### src/rtl/cam_cmd_issuer.sv
// CAM command stream transmitter: one request -> command beat, payload beats, wait for completion.
// Optional completion watchdog enabled by defining CAM_CMD_TIMEOUT_EN.
module cam_cmd_issuer #(
   parameter int C_DATA_WIDTH   = 512,
   parameter int OP_CODE_WIDTH  = 3,
   parameter int TIMEOUT_CYCLES = 65535
) (
   input  logic                     clk,
   input  logic                     rst,
   input  logic                     req_valid,
   output logic                     req_ready,
   input  logic [OP_CODE_WIDTH-1:0] req_op,
   input  logic [29:0]              req_count,
   input  logic [C_DATA_WIDTH-1:0]  pay_data,
   input  logic                     pay_valid,
   output logic                     pay_ready,
   output logic [C_DATA_WIDTH-1:0]  cmd_data,
   output logic                     cmd_valid,
   input  logic                     cmd_ready,
   input  logic                     search_end,
   input  logic                     update_all_end,
   output logic                     busy,
   output logic                     done,
   output logic                     err_illegal,
   output logic                     timeout,
   output logic [31:0]              cmd_done_cnt,
   output logic [1:0]               state_dbg
);

   // Handshakes: a beat or request transfers on the rising edge where valid and ready are both high.
   localparam logic [OP_CODE_WIDTH-1:0] OP_UPDATE_ALL = OP_CODE_WIDTH'(1);
   localparam logic [OP_CODE_WIDTH-1:0] OP_SEARCH     = OP_CODE_WIDTH'(2);
   localparam logic [OP_CODE_WIDTH-1:0] OP_UPDATE_ONE = OP_CODE_WIDTH'(3);

   typedef enum logic [1:0] {
      IDLE     = 2'd0,
      SEND_CMD = 2'd1,
      SEND_PAY = 2'd2,
      WAIT_END = 2'd3
   } state_t;

   state_t                    state, state_nxt;
   logic [OP_CODE_WIDTH-1:0]  op_q;
   logic [29:0]               beats_left;
   logic                      end_seen;
   logic [C_DATA_WIDTH-1:0]   cmd_beat, cmd_beat_nxt;
   logic                      req_fire, op_legal, pay_fire, end_match, wd_expire;

   assign req_ready = (state == IDLE);
   assign busy      = (state != IDLE);
   assign state_dbg = state;
   assign req_fire  = req_valid && req_ready;
   assign pay_fire  = pay_valid && cmd_ready;
   assign op_legal  = (req_op == OP_UPDATE_ALL) || (req_op == OP_SEARCH) || (req_op == OP_UPDATE_ONE);
   // Only the completion strobe belonging to the in-flight op class counts.
   assign end_match = (op_q == OP_UPDATE_ALL) ? update_all_end : search_end;

   always_comb begin
      cmd_beat_nxt       = '0;
      cmd_beat_nxt[31:0] = 32'(req_op);
      if (req_op == OP_UPDATE_ALL) cmd_beat_nxt[61:32] = req_count;
   end

`ifdef CAM_CMD_TIMEOUT_EN
   logic [31:0] wd_cnt;

   always_ff @(posedge clk) begin
      if (rst || state != WAIT_END) wd_cnt <= '0;
      else                          wd_cnt <= wd_cnt + 32'd1;
   end

   assign wd_expire = (state == WAIT_END) && (wd_cnt == 32'(TIMEOUT_CYCLES - 1));
`else
   logic [31:0] unused_timeout_limit;
   assign unused_timeout_limit = 32'(TIMEOUT_CYCLES);
   assign wd_expire = 1'b0;
`endif

   always_ff @(posedge clk) begin
      if (rst) state <= IDLE;
      else     state <= state_nxt;
   end

   always_comb begin
      state_nxt = state;
      cmd_valid = 1'b0;
      cmd_data  = '0;
      pay_ready = 1'b0;
      done      = 1'b0;
      timeout   = 1'b0;
      case (state)
         IDLE: begin
            if (req_fire && op_legal) state_nxt = SEND_CMD;
         end
         SEND_CMD: begin
            cmd_valid = 1'b1;
            cmd_data  = cmd_beat;
            if (cmd_ready) state_nxt = (beats_left != '0) ? SEND_PAY : WAIT_END;
         end
         SEND_PAY: begin
            cmd_valid = pay_valid;
            cmd_data  = pay_data;
            pay_ready = cmd_ready;
            if (pay_fire && beats_left == 30'd1) state_nxt = WAIT_END;
         end
         WAIT_END: begin
            // A strobe in the limit cycle wins over the watchdog.
            if (end_seen || end_match) begin
               done      = 1'b1;
               state_nxt = IDLE;
            end else if (wd_expire) begin
               timeout   = 1'b1;
               state_nxt = IDLE;
            end
         end
         default: state_nxt = IDLE;
      endcase
   end

   always_ff @(posedge clk) begin
      if (rst) begin
         op_q         <= '0;
         beats_left   <= '0;
         end_seen     <= 1'b0;
         cmd_beat     <= '0;
         err_illegal  <= 1'b0;
         cmd_done_cnt <= '0;
      end else begin
         err_illegal <= req_fire && !op_legal;
         if (state == IDLE && req_fire && op_legal) begin
            op_q       <= req_op;
            beats_left <= (req_op == OP_UPDATE_ALL) ? req_count : 30'd1;
            cmd_beat   <= cmd_beat_nxt;
         end
         if (state == SEND_PAY && pay_fire) beats_left <= beats_left - 30'd1;
         // Early completion is remembered until WAIT_END consumes it.
         if ((state == SEND_CMD || state == SEND_PAY) && end_match) end_seen <= 1'b1;
         else if (state == WAIT_END && state_nxt == IDLE)          end_seen <= 1'b0;
         if (done) cmd_done_cnt <= cmd_done_cnt + 32'd1;
      end
   end

endmodule

### config.mk
export PLATFORM = sky130hd
export DESIGN_NAME = cam_cmd_issuer
export DESIGN_NICKNAME = d
export VERILOG_FILES = /design/src/rtl/cam_cmd_issuer.sv
export SDC_FILE = /design/constraint.sdc
export NUM_CORES = 1
export LEC_CHECK = 0
export ABC_AREA = 1
export CAP_MARGIN = 5
export CORE_AREA = 2 2 436 438
export DETAILED_ROUTE_END_ITERATION = 8
export DIE_AREA = 0 0 438 440
export DONT_BUFFER_PORTS = 1
export PLACE_DENSITY = 0.3
export SLEW_MARGIN = 5
export SYNTH_ARGS = -nofsm -noshare
export SYNTH_HDL_FRONTEND = slang
export SYNTH_SLANG_ARGS = --single-unit
export TNS_END_PERCENT = 1
### constraint.sdc
create_clock -name clk -period 4.5 [get_ports clk]
set_clock_uncertainty 0.2 [all_clocks]
set_input_delay 1.35 -clock clk [delete_from_list [all_inputs] [get_ports clk]]
set_output_delay 1.35 -clock clk [all_outputs]
set_load 0.02 [all_outputs]
==> impl_metrics.env <==
export IMPL_synth_warnings=0
export IMPL_initial_core_util_pct=5.25
export IMPL_firstDrtPassIters=6
export IMPL_swShare_pct=46.5
export IMPL_hold_viol=0
export IMPL_worstHoldEndpoint="end_seen$_SDFFE_PP0P_"
export IMPL_grt_pass1_wl_um=142000
export IMPL_drive_gt1_share_pct=6.79
export IMPL_cp_start_kind="flip-flop"
export IMPL_tns_ps=0
export IMPL_vias=12700
export IMPL_ys_flop_type="dfxtp_1"
export IMPL_power_frac_comb_pct=39.1
export IMPL_die_w_um=438
export IMPL_yosys_area_top_type="nand2_1"
export IMPL_clkTransAtPathRegs_ps=80
export IMPL_fin_crit_ps=3950
export IMPL_drv_cap=0
export IMPL_critPathKind="flip-flop to primary output"
export IMPL_crit_arrival_ps=2400
export IMPL_cts_tree="yes"
export IMPL_area_delta_synth_final_pct=37.3
export IMPL_slew_headroom_pct=53.7
export IMPL_fill_cells=22500
export IMPL_drt_iter0_drc=1065
export IMPL_insertion_delay_ps=390
export IMPL_r2r_end="beats_left[1]$_SDFFE_PP0P_"
export IMPL_rrSetupSlack_ps=1140
export IMPL_path_delay_family="buffers and inverters"
export IMPL_syn_area_per_cell_um2=5.08
export IMPL_synthArstFlopShare_pct=0
export IMPL_yosysMostFrequentCell="nand2_1"
export IMPL_status="finished clean"
export IMPL_power_density_mw_per_mm2=230
export IMPL_cts_root_buf="clkbuf_16"
export IMPL_ys_ff_latch=99
export IMPL_slew_violations=0
export IMPL_clock_power_share_pct=30.1
export IMPL_antenna_found_initial=146
export IMPL_min_path_type="flip-flop to flip-flop"
export IMPL_ff2ff_path_depth=10
export IMPL_synth_distinct_cells=49
export IMPL_rsz0062_at_grt="no"
export IMPL_synth_edf_count=0
export IMPL_drc_errors=0
export IMPL_drt_total_wl_um=120000
export IMPL_cts_repair_resized=0
export IMPL_crit_buf_inv=4
export IMPL_vdd_drop_max_v=0.000146
export IMPL_p_int_uw=1670
export IMPL_period_share_pct=87.8
export IMPL_numCtsBuffers=9
export IMPL_dp_hpwl_um=110000
export IMPL_ys_top_cells_by_area="nand2_1 (28%), inv_1 (22%), dfxtp_1 (20%)"
export IMPL_gp_congestion=0.982
export IMPL_worstSetupEndpointType="primary output"
export IMPL_hold_depth=2
export IMPL_slowest_stage="ha_4"
export IMPL_seqPwrFrac_pct=30.8
export IMPL_syn_cell_area_mm2=0.00989
export IMPL_slowest_delay_ps=370
export IMPL_grt_max_degree=150
export IMPL_ctsHoldBuffers=0
export IMPL_cts_setup_buffers=0
export IMPL_overflow=0
export IMPL_routed_via_density=2.83
export IMPL_path_cells="buf_4 -> ha_4 -> buf_12 -> buf_12 -> nand2_1 -> a21oi_1 -> buf_4"
export IMPL_hp_start="end_seen$_SDFFE_PP0P_"
export IMPL_synth_cells=1946
export IMPL_rr_startpoint="state_dbg[0]$_SDFF_PP0_"
export IMPL_worst_pin_slew_ps=694
export IMPL_crit_fanout=66
export IMPL_fmax_mhz=253
export IMPL_drt_wirelength_per_cell_um=26.8
export IMPL_synth_top_area_share_pct=27.8
export IMPL_nets=2484
export IMPL_synthesis_nets=2506
export IMPL_place_inst=4424
export IMPL_synthTopCellsByCount="nand2_1 (732), inv_1 (568), a21oi_1 (108), dfxtp_1 (99), nor2_1 (92)"
export IMPL_switching_power_uw=1450
export IMPL_htreeDepth=3
export IMPL_die_h_um=440
export IMPL_fin_cells=4482
export IMPL_grt_usage_pct=11.7
export IMPL_finalSetupViolations=0
export IMPL_io_buffers=0
export IMPL_required_ps=2950
export IMPL_multi_input_area_mm2=0.00532
export IMPL_ys_seq_area_share_pct=20.0
export IMPL_clock_sinks=99
export IMPL_grt_pass1_vias=11200
export IMPL_power_leakage_uw=0.00796
export IMPL_ios=1105
export IMPL_fp_coreArea_mm2=0.189
export IMPL_clockBufferDepth=2
export IMPL_seqCellArea_mm2=0.00198
export IMPL_ant_nets=0
export IMPL_dieArea_mm2=0.193
export IMPL_hold_ws_ps=271
export IMPL_fp_row_count=160
[per-stage QoR]
step / total power [uW] / cell area (um^2) / setup WS, ps / utilization (%)
CTS: 3220 / 13500 / 319 / 7.15
detailed placement: 2240 / 13100 / 690 / 6.97
floorplan: 1820 / 9890 / 873 / -
finish: 3130 / 13600 / 549 / 7.20
global route: 3320 / 13500 / 326 / 7.17
global placement: 2240 / 13100 / 668 / 6.97
[cell usage in the layout, fill, tap and decap left out, types with 9 or more instances in the layout]
cell type,Yosys,layout
nand4_1,16,16
nand3_1,47,47
a31oi_1,10,10
inv_1,568,568
nor3_1,17,17
dfxtp_1,99,99
xor2_1,19,19
o21ai_0,42,42
nand2_1,732,732
diode_2,0,43
buf_4,4,63
nor2_1,92,90
nand2_2,9,9
a21oi_1,108,107
clkbuf_16,0,9
[area by class of cell]
type	count	area share (%)
antenna	43	0.792
clock buffer	9	1.66
clock inverter	6	0.774
inverter	572	15.8
multi-input combinational	1175	39.2
sequential	99	14.6
tap	2511	23.1
timing repair buffer	67	4.07
[cells by family (layout without fill, tap and decap cells)]
family,Yosys count,after routing,share of synthesized area (%)
other,1,44,0.0379
XOR/XNOR,25,25,2.21
AND/OR/NAND/NOR,952,952,39.7
flip-flops,99,99,20.0
adder cells (fa/ha/maj),8,8,1.01
AO/OA/AOI/OAI,189,189,10.5
buffers and inverters,672,654,26.4
[power by group through the flow]
stage	clock, uW	combinational, uW	sequential, uW
6_report	942	1220	962
5_1_grt	1010	1350	968
4_1_cts	997	1260	964
3_5_place_dp	0	1250	985
3_3_place_gp	0	1250	985
2_1_floorplan	0	851	972
[tightest hold or removal path, stage by stage (launching register included)]
cell     delay (ps)
dfxtp_1         320
nand2_1          60
a21oi_1          50
[sequential cells by signal, summed over array words and instances, names as in the netlist]
name and flops:
cmd_done_cnt 32, cmd_beat 31, beats_left 30, op_q 2, state_dbg 2, end_seen 1
err_illegal 1
[worst max path at each step]
stage,slack [ps],endpoint,cells past startpoint,from
finish,550,cmd_data[41],7,state_dbg[1]$_SDFF_PP0_
detailed placement,690,cmd_data[0],3,pay_data[0]
floorplan,870,done,8,update_all_end
global route,330,cmd_data[0],6,state_dbg[1]$_SDFF_PP0_
global placement,670,cmd_data[0],3,pay_data[0]
CTS,320,cmd_data[0],6,state_dbg[1]$_SDFF_PP0_
[per-layer routing]
layer	global-route usage, %	part of all wire, %	routed length, um
met5	1.41	0.75	903
met4	1.85	1.6	1940
met3	9.23	17	20200
met2	18.3	44	53200
met1	12.4	36	43700
Power figures use the tool's default switching activity.
